$ cat src/rtl/mult_seq_v2.sv
// Iterative shift-add multiplier: retires R multiplier bits per cycle over W/R cycles,
// signed/unsigned per operation, valid/ready on both operand and result sides.
module mult_seq_v2 #(
    parameter int W = 8,
    parameter int R = 1
) (
    input  logic           clk,
    input  logic           rst,
    input  logic           in_valid,
    output logic           in_ready,
    input  logic           in_signed,
    input  logic [W-1:0]   dA,
    input  logic [W-1:0]   dB,
    output logic           busy,
    output logic           out_valid,
    input  logic           out_ready,
    output logic [2*W-1:0] a_mult_b,
    output logic [1:0]     dbg_state_o
);

    localparam int NSTEP = W / R;
    localparam int CW    = (NSTEP > 1) ? $clog2(NSTEP) : 1;
    localparam int AW    = 2 * W + 1;

    if ((R < 1) || (R > W) || ((W % R) != 0)) begin : gen_bad_r
        $error("mult_seq_v2: R must divide W");
    end

    // Handshakes: a transfer happens on a rising edge where valid && ready are both high;
    // valid never depends on ready, and the result is held stable until out_ready.
    typedef enum logic [1:0] {
        ST_IDLE = 2'd0,
        ST_RUN  = 2'd1,
        ST_DONE = 2'd2
    } state_e;

    state_e           state_q, state_d;
    logic [W:0]       mag_a_q, mag_a_d;
    logic [W:0]       mag_b_q, mag_b_d;
    logic             neg_q, neg_d;
    logic [AW-1:0]    acc_q, acc_d;
    logic [CW-1:0]    cnt_q, cnt_d;
    logic [2*W-1:0]   res_q, res_d;

    logic [R-1:0]     slice;
    logic [AW-1:0]    partial;
    logic [AW-1:0]    acc_sum;
    logic             last_step;

    // W+1 bits so that the most negative operand has an exact magnitude.
    function automatic logic [W:0] mag_of(input logic [W-1:0] v, input logic sgn);
        logic [W:0] ext;
        ext = {sgn & v[W-1], v};
        return (sgn && v[W-1]) ? (~ext + 1'b1) : ext;
    endfunction

    always_comb begin
        slice     = mag_b_q[R-1:0];
        partial   = (AW'(mag_a_q) * AW'(slice)) << (int'(cnt_q) * R);
        acc_sum   = acc_q + partial;
        last_step = (cnt_q == CW'(NSTEP - 1));
    end

    always_comb begin
        state_d = state_q;
        mag_a_d = mag_a_q;
        mag_b_d = mag_b_q;
        neg_d   = neg_q;
        acc_d   = acc_q;
        cnt_d   = cnt_q;
        res_d   = res_q;
        unique case (state_q)
            ST_IDLE: begin
                if (in_valid) begin
                    mag_a_d = mag_of(dA, in_signed);
                    mag_b_d = mag_of(dB, in_signed);
                    neg_d   = in_signed & (dA[W-1] ^ dB[W-1]);
                    acc_d   = '0;
                    cnt_d   = '0;
                    state_d = ST_RUN;
                end
            end
            ST_RUN: begin
                acc_d   = acc_sum;
                mag_b_d = mag_b_q >> R;
                cnt_d   = cnt_q + 1'b1;
                if (last_step) begin
                    // Negating a zero magnitude yields zero, so no negative zero appears.
                    res_d   = (2*W)'(neg_q ? (~acc_sum + 1'b1) : acc_sum);
                    cnt_d   = '0;
                    state_d = ST_DONE;
                end
            end
            ST_DONE: begin
                if (out_ready) begin
                    state_d = ST_IDLE;
                end
            end
            default: state_d = ST_IDLE;
        endcase
    end

    always_ff @(posedge clk) begin
        if (rst) begin
            state_q <= ST_IDLE;
            mag_a_q <= '0;
            mag_b_q <= '0;
            neg_q   <= 1'b0;
            acc_q   <= '0;
            cnt_q   <= '0;
            res_q   <= '0;
        end else begin
            state_q <= state_d;
            mag_a_q <= mag_a_d;
            mag_b_q <= mag_b_d;
            neg_q   <= neg_d;
            acc_q   <= acc_d;
            cnt_q   <= cnt_d;
            res_q   <= res_d;
        end
    end

    assign in_ready    = (state_q == ST_IDLE);
    assign busy        = (state_q != ST_IDLE);
    assign out_valid   = (state_q == ST_DONE);
    assign a_mult_b    = res_q;
    assign dbg_state_o = state_q;

endmodule
$ cat config.mk
export PLATFORM = sky130hd
export DESIGN_NAME = mult_seq_v2
export DESIGN_NICKNAME = d
export VERILOG_FILES = /design/src/rtl/mult_seq_v2.sv
export SDC_FILE = /design/constraint.sdc
export NUM_CORES = 1
export LEC_CHECK = 0
export CAP_MARGIN = 40
export CORE_MARGIN = 2
export CORE_UTILIZATION = 59
export CTS_BUF_LIST = sky130_fd_sc_hd__clkbuf_4
export DETAILED_ROUTE_END_ITERATION = 16
export PLACE_DENSITY = 0.83
export SLEW_MARGIN = 40
export SYNTH_ARGS = -nofsm -noshare
export SYNTH_HDL_FRONTEND = slang
export SYNTH_SLANG_ARGS = --single-unit
$ cat constraint.sdc
create_clock -name clk -period 4.53 [get_ports clk]
set_input_delay 0.6795 -clock clk [delete_from_list [all_inputs] [get_ports clk]]
set_output_delay 0.6795 -clock clk [all_outputs]
set_load 0.01 [all_outputs]
==> results.toml <==
[power]
peakVddDrop_uv = 147
leakage_uw = 0.00168
power_density_mw_per_mm2 = 223

[critical_path]
r2r_start = "cnt_q[0]"
cp.arrival_ns = 4.20
crit_buf_inv = 1
critical_path.startpoint_type = "register"
startpoint = "cnt_q[0]"
path_cells = "buf_4, mux2_2, a31oi_1, nor2_1, ha_1, o211ai_1, o211ai_1, nand2_1, nor3b_1, o2111ai_2, o41ai_2, xor2_1, a211oi_1"
path_max_fanout = 10
crit_required_ns = 4.84
r2r_slack_ns = 0.64
setup.worst_path.end_class = "register"
cpPeakStageDelay_ns = 0.55
crit_family = "compound AO/OA/AOI/OAI gates"
crit_top_cell = "o211ai_1"
worst-setup-path-type = "reg -> reg"
critPathSlowestCell = "dfxtp_1"

[global_route]
grt_antenna_before_repair = 0
grt_usage = 0.251
grt_pass1_vias = 3292
grt_first_pass_wirelength_um = 14900
grt_max_degree = 58
grt.overflow.total = 0

[worst_hold_path]
hp-class = "reg -> reg"
hp-start = "mag_b_q[8]"

[logic_synthesis]
ys_seq_area_frac = 0.287
yosys_warnings = 0
async_reset_ff_frac = 0
synthCells = 501
syn-num-nets = 544
yosys.cell_types.count = 62
ys_seq_elements = 56
synth_area_mm2 = 0.00391
synthFlopType = "dfxtp_1"
synth_area_per_cell_um2 = 7.81
synth_edf_count = 0

[timing]
maxSlewViolCount = 0
post-route-min-period_ns = 3.89
slew_headroom = 0.424
fin_tns_setup_ns = 0
rsz0062_at_grt = "false"
worst_clock_skew_ns = 0.0202
tightest_slew_ns = 0.862
finalCritPeriodShare = 0.859
fmax_ghz = 0.257
finalHoldViolations = 0
setup_viol = 0

[outcome]
status = "finished clean"

[floorplan]
die_y_um = 85.4
die_w_um = 85.4
rows = 29
core_mm2 = 0.00639
start_util = 0.613
dieArea_mm2 = 0.00730
pin_count = 42

[routing]
vias = 3720
drt-pass1-iter-count = 5
route.detailed.drc = 0
routed_wirelength_um = 9180
wl_per_cell_um = 15.3
drt_iter0_drc = 317
vias_per_cell = 6.20
antenna_left = 0

[clock_tree]
cts_tree = "done"
post_cts_buffers = 0
clkLatencyLatePin_ns = 0.40
cts.path.max_buffers = 2
numCtsBuffers = 5
h-tree-depth = 2
hold_buffers = 0
path_clk_slew_ns = 0.16
cts_sinks = 56
ctsResizeCount = 0
cts-root-buf = "clkbuf_4"

[cells_and_area]
syn2layout_area_growth_pct = 12.3
num-nets-final = 565
final_util = 0.688
layout-drive-gt1-share = 0.0765
insertedDiodeCount = 0
layout_common_cells = "nor2_1, dfxtp_1, nand2_1"
final_common_cell = "nor2_1"

[placement]
gp_congestion = 0.921
hpwl_um = 6870
io_buffer_count = 41

[flow_run]
drv_cap = 0
## synthesized netlist by cell type (all sizes together), types with 3 or more instances
library cell / count / area [um2]
nor2: 61 / 229
a31oi: 15 / 93.8
xnor2: 21 / 218
nand2b: 4 / 25.0
a22oi: 7 / 52.6
xor2: 13 / 114
nand3b: 5 / 37.5
ha: 21 / 263
a211oi: 19 / 148
buf: 7 / 53.8
nor2b: 3 / 18.8
a21oi: 45 / 233
and3: 4 / 26.3
nand3: 26 / 130
or2: 3 / 18.8
inv: 22 / 82.6
a221oi: 4 / 58.8
nor3: 9 / 45.0
o31ai: 4 / 30.0
o22ai: 3 / 18.8
and2: 3 / 18.8
clkbuf: 24 / 90.1
nand4: 3 / 18.8
mux2: 6 / 67.6
o211ai: 6 / 45.0
dfxtp: 56 / 1120
a21o: 3 / 23.8
nand2: 53 / 199
o21ai: 20 / 100
mux2i: 6 / 60.1
## registers in the layout (all words and copies together), names as in the netlist
register     count
acc_q           16
cnt_q            3
a_mult_b        16
mag_a_q          9
dbg_state_o      2
neg_q            1
mag_b_q          9
## area by class of cell
| type | instances | area, um2 |
|---|---|---|
| Clock inverter | 2 | 38.8 |
| Timing Repair Buffer | 45 | 438 |
| Inverter | 22 | 82.6 |
| Multi-Input combinational cell | 392 | 2570 |
| Fill cell | 537 | 1990 |
| Clock buffer | 6 | 45.0 |
| Sequential cell | 56 | 1120 |
| Tap cell | 77 | 96.3 |
## metal layers
| metal | vias to the layer above | wire (um) | GRT usage |
|---|---|---|---|
| met1 | 1719 | 4020 | 0.313 |
| met5 | - | 0 | 0 |
| li1 | 1841 | - | - |
| met3 | 24 | 497 | 0.0360 |
| met2 | 136 | 4430 | 0.437 |
| met4 | 0 | 236 | 0.0909 |
## path summary, 6_finish.rpt
check / endpoint / depth (start not counted)
worst max-delay path: a_mult_b[14] / 13
worst min-delay path: mag_b_q[8] / 2
worst max register to register: a_mult_b[14] / 13
worst min register to register: mag_b_q[8] / 2
## power breakdown
part           leakage, uW  switching, uW  internal [uW]
Combinational      0.00118           97.2           68.5
Sequential        0.000454           17.7            507
Clock            0.0000463            163            125
## metrics by stage
| stage | hold slack, ns | total power, uW | instance area (um2) | instances | setup slack [ns] |
|---|---|---|---|---|---|
| 4_1_cts | 0.456 | 982 | 4390 | 600 | 0.682 |
| 3_3_place_gp | 0.424 | 693 | 4300 | 592 | 0.828 |
| 3_5_place_dp | 0.434 | 699 | 4310 | 592 | 0.728 |
| 6_report | 0.453 | 978 | 4390 | 600 | 0.637 |
| 5_1_grt | 0.479 | 1020 | 4390 | 600 | 0.252 |
| 2_1_floorplan | 0.414 | 644 | 3910 | 501 | 1.02 |
## tightest hold or removal path, cell delays in order, from the launching register on
cell and delay (ns):
dfxtp_1 0.35, nand2_1 0.05, nor3_1 0.04
## cells by family after synthesis
family | share of synthesized area
adder cells (fa/ha/maj) | 0.0723
buffers and inverters | 0.0579
flip-flops | 0.287
AO/OA/AOI/OAI | 0.249
AND/OR/NAND/NOR | 0.206
XOR/XNOR | 0.0847
multiplexers | 0.0441
Note: power is estimated with default switching activity, not from simulation.
